File: config.mk
export PLATFORM = sky130hd
export DESIGN_NAME = ioctl_word_unpacker_flat
export DESIGN_NICKNAME = d
export VERILOG_FILES = /design/src/rtl/ioctl_word_unpacker_if.sv /design/src/rtl/ioctl_word_unpacker.sv /design/src/flat_wrapper.sv
export SDC_FILE = /design/constraint.sdc
export NUM_CORES = 1
export LEC_CHECK = 0
export ABC_CLOCK_PERIOD_IN_PS = 6580
export BUFFER_PORTS_ARGS = -buffer_cell sky130_fd_sc_hd__clkbuf_2
export CAP_MARGIN = 10
export CORE_UTILIZATION = 30
export CTS_CLUSTER_DIAMETER = 200
export DETAILED_ROUTE_END_ITERATION = 10
export GPL_ROUTABILITY_DRIVEN = 0
export PLACE_DENSITY = 0.48
export SLEW_MARGIN = 40
export SYNTH_ARGS = -nofsm -noshare
export SYNTH_HDL_FRONTEND = slang
export SYNTH_SLANG_ARGS = --single-unit
File: constraint.sdc
create_clock -name clk -period 6.58 [get_ports clk]
set_input_delay 0.987 -clock clk [delete_from_list [all_inputs] [get_ports clk]]
set_output_delay 0.987 -clock clk [all_outputs]
set_load 0.02 [all_outputs]
File: src/rtl/ioctl_word_unpacker_if.sv
// Word-in / byte-out bundle between the HPS ioctl download port and the ROM download path.
interface ioctl_word_unpacker_if;
  logic        ioctl_download;
  logic        ioctl_wr;
  logic [24:0] ioctl_addr;
  logic [15:0] ioctl_dout;
  logic        ioctl_wait;
  logic [24:0] dl_addr;
  logic [7:0]  dl_data;
  logic        dl_wr;
  logic        dl_active;
  logic        dl_done;
  logic [24:0] dl_bytes;
  logic [15:0] dl_sum;
  logic        overflow;

  modport slave (
    input  ioctl_download, ioctl_wr, ioctl_addr, ioctl_dout,
    output ioctl_wait, dl_addr, dl_data, dl_wr, dl_active, dl_done,
           dl_bytes, dl_sum, overflow
  );

  modport master (
    output ioctl_download, ioctl_wr, ioctl_addr, ioctl_dout,
    input  ioctl_wait, dl_addr, dl_data, dl_wr, dl_active, dl_done,
           dl_bytes, dl_sum, overflow
  );
endinterface

File: src/rtl/ioctl_word_unpacker.sv
// Buffers 16-bit ioctl download words in a small FIFO and replays each as two byte writes,
// with backpressure, progress/checksum counters and a sticky completion flag.
module ioctl_word_unpacker #(
  parameter int          DEPTH   = 4,
  parameter logic [24:0] ROM_END = 25'he0000
) (
  input logic             clk,
  input logic             reset_n,
  ioctl_word_unpacker_if.slave io
);
  localparam int AW = (DEPTH > 1) ? $clog2(DEPTH) : 1;
  localparam int CW = AW + 1;

  typedef struct packed {
    logic [24:0] addr;
    logic [15:0] data;
  } word_t;

  typedef enum logic [1:0] {IDLE, LO, HI} state_e;

  word_t          mem_q [DEPTH];
  logic [AW-1:0]  wp_q, rp_q, rp_nxt;
  logic [CW-1:0]  cnt_q, cnt_d;
  state_e         state_q, state_d;

  logic           push, pop, full, ovf_ev;
  word_t          in_word, head, src;
  logic           ld, fwd;
  logic [24:0]    byte_addr;
  logic [7:0]     byte_data;

  logic [24:0]    dl_addr_q, dl_bytes_q, dl_bytes_d;
  logic [7:0]     dl_data_q;
  logic [15:0]    dl_sum_q, dl_sum_d;
  logic           dl_wr_q, wait_q, active_q, active_d, act_dly_q;
  logic           done_q, done_d, ovf_q, ovf_d, dnld_q, start;

  assign full    = (cnt_q == CW'(DEPTH));
  assign push    = io.ioctl_wr & io.ioctl_download & ~full;
  assign ovf_ev  = io.ioctl_wr & io.ioctl_download & full;
  assign pop     = (state_q == HI);
  assign in_word = '{addr: {io.ioctl_addr[24:1], 1'b0}, data: io.ioctl_dout};
  assign rp_nxt  = rp_q + AW'(1);
  assign head    = mem_q[rp_q];
  assign start   = io.ioctl_download & ~dnld_q;

  always_comb begin
    cnt_d = cnt_q;
    case ({push, pop})
      2'b10:   cnt_d = cnt_q + CW'(1);
      2'b01:   cnt_d = cnt_q - CW'(1);
      default: cnt_d = cnt_q;
    endcase
  end

  // Byte outputs are loaded on the edge that enters LO/HI. Leaving HI straight into LO
  // needs the entry behind the head, which is the incoming word when only one is queued.
  always_comb begin
    state_d   = state_q;
    src       = head;
    ld        = 1'b0;
    byte_addr = '0;
    byte_data = '0;
    case (state_q)
      IDLE: if (cnt_q != '0) state_d = LO;
      LO:   state_d = HI;
      HI: begin
        if (cnt_d != '0) begin
          state_d = LO;
          src     = (cnt_q > CW'(1)) ? mem_q[rp_nxt] : in_word;
        end else begin
          state_d = IDLE;
        end
      end
      default: state_d = IDLE;
    endcase
    if (state_d == LO) begin
      ld        = 1'b1;
      byte_addr = src.addr;
      byte_data = src.data[7:0];
    end else if (state_d == HI) begin
      ld        = 1'b1;
      byte_addr = {head.addr[24:1], 1'b1};
      byte_data = head.data[15:8];
    end
  end

  assign fwd        = ld & (byte_addr < ROM_END);
  assign dl_bytes_d = (start ? 25'd0 : dl_bytes_q) + {24'd0, fwd};
  assign dl_sum_d   = (start ? 16'd0 : dl_sum_q) + (fwd ? {8'd0, byte_data} : 16'd0);
  assign active_d   = io.ioctl_download | (cnt_d != '0) | (state_d != IDLE);
  assign done_d     = ~start & (done_q | (act_dly_q & ~active_q));
  assign ovf_d      = (ovf_q & ~start) | ovf_ev;

  always_ff @(posedge clk) begin
    if (push) mem_q[wp_q] <= in_word;
  end

  always_ff @(posedge clk or negedge reset_n) begin
    if (!reset_n) begin
      wp_q       <= '0;
      rp_q       <= '0;
      cnt_q      <= '0;
      state_q    <= IDLE;
      dl_addr_q  <= '0;
      dl_data_q  <= '0;
      dl_wr_q    <= 1'b0;
      dl_bytes_q <= '0;
      dl_sum_q   <= '0;
      wait_q     <= 1'b0;
      active_q   <= 1'b0;
      act_dly_q  <= 1'b0;
      done_q     <= 1'b0;
      ovf_q      <= 1'b0;
      dnld_q     <= 1'b0;
    end else begin
      if (push) wp_q <= wp_q + AW'(1);
      if (pop)  rp_q <= rp_nxt;
      cnt_q      <= cnt_d;
      state_q    <= state_d;
      if (ld) begin
        dl_addr_q <= byte_addr;
        dl_data_q <= byte_data;
      end
      dl_wr_q    <= fwd;
      dl_bytes_q <= dl_bytes_d;
      dl_sum_q   <= dl_sum_d;
      wait_q     <= (cnt_d >= CW'(DEPTH - 1));
      active_q   <= active_d;
      act_dly_q  <= active_q;
      done_q     <= done_d;
      ovf_q      <= ovf_d;
      dnld_q     <= io.ioctl_download;
    end
  end

  assign io.ioctl_wait = wait_q;
  assign io.dl_addr    = dl_addr_q;
  assign io.dl_data    = dl_data_q;
  assign io.dl_wr      = dl_wr_q;
  assign io.dl_active  = active_q;
  assign io.dl_done    = done_q;
  assign io.dl_bytes   = dl_bytes_q;
  assign io.dl_sum     = dl_sum_q;
  assign io.overflow   = ovf_q;
endmodule
File: src/flat_wrapper.sv
// flat-port wrapper written by rule: the top's interface ports become plain ports
module ioctl_word_unpacker_flat 
#(
  parameter int          DEPTH   = 4,
  parameter logic [24:0] ROM_END = 25'he0000
)
  (clk, reset_n, io_ioctl_download, io_ioctl_wr, io_ioctl_addr, io_ioctl_dout, io_ioctl_wait, io_dl_addr, io_dl_data, io_dl_wr, io_dl_active, io_dl_done, io_dl_bytes, io_dl_sum, io_overflow);
  ioctl_word_unpacker_if io_i ();
  input logic clk;
  input logic reset_n;
  input wire logic [$bits(io_i.ioctl_download)-1:0] io_ioctl_download;
  input wire logic [$bits(io_i.ioctl_wr)-1:0] io_ioctl_wr;
  input wire logic [$bits(io_i.ioctl_addr)-1:0] io_ioctl_addr;
  input wire logic [$bits(io_i.ioctl_dout)-1:0] io_ioctl_dout;
  output wire logic [$bits(io_i.ioctl_wait)-1:0] io_ioctl_wait;
  output wire logic [$bits(io_i.dl_addr)-1:0] io_dl_addr;
  output wire logic [$bits(io_i.dl_data)-1:0] io_dl_data;
  output wire logic [$bits(io_i.dl_wr)-1:0] io_dl_wr;
  output wire logic [$bits(io_i.dl_active)-1:0] io_dl_active;
  output wire logic [$bits(io_i.dl_done)-1:0] io_dl_done;
  output wire logic [$bits(io_i.dl_bytes)-1:0] io_dl_bytes;
  output wire logic [$bits(io_i.dl_sum)-1:0] io_dl_sum;
  output wire logic [$bits(io_i.overflow)-1:0] io_overflow;
  assign io_i.ioctl_download = io_ioctl_download;
  assign io_i.ioctl_wr = io_ioctl_wr;
  assign io_i.ioctl_addr = io_ioctl_addr;
  assign io_i.ioctl_dout = io_ioctl_dout;
  assign io_ioctl_wait = io_i.ioctl_wait;
  assign io_dl_addr = io_i.dl_addr;
  assign io_dl_data = io_i.dl_data;
  assign io_dl_wr = io_i.dl_wr;
  assign io_dl_active = io_i.dl_active;
  assign io_dl_done = io_i.dl_done;
  assign io_dl_bytes = io_i.dl_bytes;
  assign io_dl_sum = io_i.dl_sum;
  assign io_overflow = io_i.overflow;
  ioctl_word_unpacker #(.DEPTH(DEPTH), .ROM_END(ROM_END)) u_core (.clk(clk), .reset_n(reset_n), .io(io_i));
endmodule
==> key figures <==
Synthesis
  – Area leader, netlist: edfxtp_1
  – Synthesized flop and latch total: 250
  – Seq/Total Area, Yosys: 0.604
  – Main synth FF type: edfxtp_1
  – Post-synthesis net count: 889
  – Post-Syn Area per Cell: 14.2 um2
  – Most common cell in the netlist: edfxtp_1
  – Post-synthesis cell count: 823
  – Ys Warns: 0
  – Cell variety after synth: 59
  – Post-synth top area share: 0.412
  – Main area contributors after synthesis: edfxtp_1, dfrtp_1, mux4_2
  – Synth Cell Area: 11700 um2
  – Number of synthesized flops with an enable pin: 160
  – Most frequent cells after synthesis: edfxtp_1, nand2_1, dfrtp_1
  – FFs w/ async S/R, synth: 0.360

CTS
  – Root buffer cell: clkbuf_16
  – Setup bufs post-CTS: 0
  – Clk_lat worst skew: 0.57 ns
  – Clock transition at the registers of the reported paths: 0.06 ns
  – Clock sink count: 250
  – H-tree levels: 1
  – Clock tree from TritonCTS: done
  – CTS Buf Count: 29
  – CTS Hold Buffers Added: 0
  – Bufs on Longest Clock Path: 3
  – Post-CTS Resized: 0

STA
  – Setup TNS: 0 ns
  – Slew @ Worst Pin: 0.718 ns
  – Final Skew: 0.0197 ns
  – Unrepaired setup endpoints after global routing: no
  – Max-slew violations: 0
  – Hold WS: 0.396 ns
  – Slew headroom: 0.522
  – Fin crit period: 5.68 ns
  – # setup viols final: 0
  – Maximum clock rate: 176 MHz
  – Final hold vios: 0
  – Post-layout worst setup margin: 0.896 ns
  – Fin crit share: 0.864

Finish
  – Nets: 1012
  – Final Cell Area: 13900 um2
  – Proportion of layout cells with a drive suffix above 1: 0.280
  – Final Core Density: 0.364
  – Synthesis-to-finish area growth: 18.7%

Placed design
  – IO buf count: 122
  – Post-Place Worst Slack: 0.523 ns
  – Dpl hpwl: 17600 um
  – DP Area: 12900 um2

Global routing
  – First-pass GRT wire length: 43500 um
  – Largest net degree at the start of global routing: 54
  – Initial antenna violation count: 3
  – Gr usage total: 0.145
  – Vias in the first global route: 7304
  – Total gr overflow: 0

Worst setup path
  – CP Data Required Time: 7.06 ns
  – Crit. End Element: register
  – R2r setup slk: 0.90 ns
  – Crit-path cells: inv_1, ha_1, a21oi_1, inv_1, ha_1, or3b_2, o311ai_1, a41oi_4, buf_4, a31oi_4, o2111ai_4, nor2_1, ha_1, inv_1, fa_1, nor2b_1, o21ai_0, a21boi_0, o21ai_0, a211oi_1, mux2i_1
  – Slowest cell on the critical path: a21oi_1
  – Startpoint Class: register
  – Crit path max fanout: 15
  – Crit path largest cell delay: 0.55 ns
  – Worst r2r src: u_core.cnt_q[0]
  – Reg2Reg Depth: 21
  – CP Class: register to register
  – CP top delay family: compound AO/OA/AOI/OAI gates
  – Capturing point of the worst reg2reg path: u_core.io.dl_sum[14]
  – CP Data Arrival Time: 6.16 ns
  – Crit path buf inv count: 4
  – Critical path startpoint: u_core.cnt_q[0]

Floorplan
  – Initial Utilization: 0.307
  – Row cnt: 71
  – Die width: 199 um
  – Io pins: 124
  – Die area: 39700 um2
  – Die Y: 199 um
  – Core area: 38000 um2

Route
  – Routed len/inst: 19.2 um
  – First-pass DRT Iterations: 4
  – Routed WL: 28300 um
  – Via density: 4.84
  – Antenna viol nets, final: 0
  – Vias: 7157
  – # DRC: 0
  – Initial DRC count: 401

Worst hold path
  – Tightest Hold Check Type: input port to asynchronous set/reset pin

Flow run
  – Total of max-cap violations: 0

Power
  – Power density over the cells: 462 nW/um2
  – VDD IR-drop max: 0.000263 V
  – Leak Pwr: 0.00536 uW

Run status
  – Run status: complete, no violations
## cells in the final DEF (no fill, tap or decap), types with 3 or more instances in the layout
master,n
nor3_1,4
ha_1,20
o221ai_1,5
inv_1,20
xnor2_1,11
and2_2,4
edfxtp_1,160
clkbuf_16,30
nor2b_1,7
a21o_1,6
nand2_1,114
mux4_2,61
dfrtp_1,88
mux2i_1,17
and3_1,8
and2_1,32
clkbuf_2,121
clkinvlp_4,3
a21oi_1,13
xor2_1,16
or3_1,5
mux4_1,7
clkbuf_8,3
buf_4,17
a221o_1,5
clkbuf_1,4
nand4_1,4
a31oi_1,18
a211oi_1,24
a21boi_0,6
clkinv_2,7
o21ai_0,22
nand2b_1,11
nand3_1,21
nor2_1,29
## layout make-up
type | instances | area, um2
Timing Repair Buffer | 139 | 744
Inverter | 20 | 75.1
Fill cell | 3749 | 24200
Clock buffer | 37 | 807
Multi-Input combinational cell | 506 | 4370
Antenna cell | 1 | 2.50
Clock inverter | 15 | 155
Tap cell | 511 | 639
Sequential cell | 250 | 7060
## report_power, final
part	total (uW)	switching, uW	internal [uW]
Combinational	2560	1490	1070
Clock	1610	665	949
Sequential	2230	246	1980
## registers in the layout, indices dropped and copies added, names as in the netlist, 2 cells and up
signal / cells
u_core.mem_q: 160
u_core.io.dl_addr: 25
u_core.io.dl_bytes: 25
u_core.io.dl_sum: 16
u_core.io.dl_data: 8
u_core.cnt_q: 3
u_core.rp_q: 2
u_core.state_q: 2
u_core.wp_q: 2
## layer usage
layer	routed length, um	share of wire	vias to the layer above	track usage
li1	-	-	3362	-
met1	13000	0.46	3588	0.196
met2	12900	0.46	165	0.233
met3	1820	0.064	38	0.0380
met4	526	0.019	4	0.0325
met5	22	0.00078	-	0
## per-stage QoR
step	instances	total power (uW)
2_1_floorplan	823	4060
3_3_place_gp	1426	4850
3_5_place_dp	1426	4880
4_1_cts	1478	6520
5_1_grt	1478	6840
6_report	1479	6410
## worst max-delay path by stage
stage,end,cells after the start
detailed placement,u_core.io.dl_sum[14],21
finish,u_core.io.dl_sum[14],21
global route,u_core.io.dl_sum[14],21
CTS,u_core.io.dl_sum[14],21
floorplan,u_core.io.dl_sum[10],20
global placement,u_core.io.dl_sum[12],21
## cell families (layout without fill, tap and decap cells)
kind of cell / after synthesis / count (layout) / synth area share
buffers and inverters: 67 / 211 / 0.0251
AND/OR/NAND/NOR: 254 / 254 / 0.106
AO/OA/AOI/OAI: 117 / 117 / 0.0714
adder cells (fa/ha/maj): 21 / 21 / 0.0231
flip-flops: 250 / 250 / 0.604
XOR/XNOR: 27 / 27 / 0.0203
other: 0 / 1 / 0
multiplexers: 87 / 87 / 0.150
(Power assumes the default switching activity.)
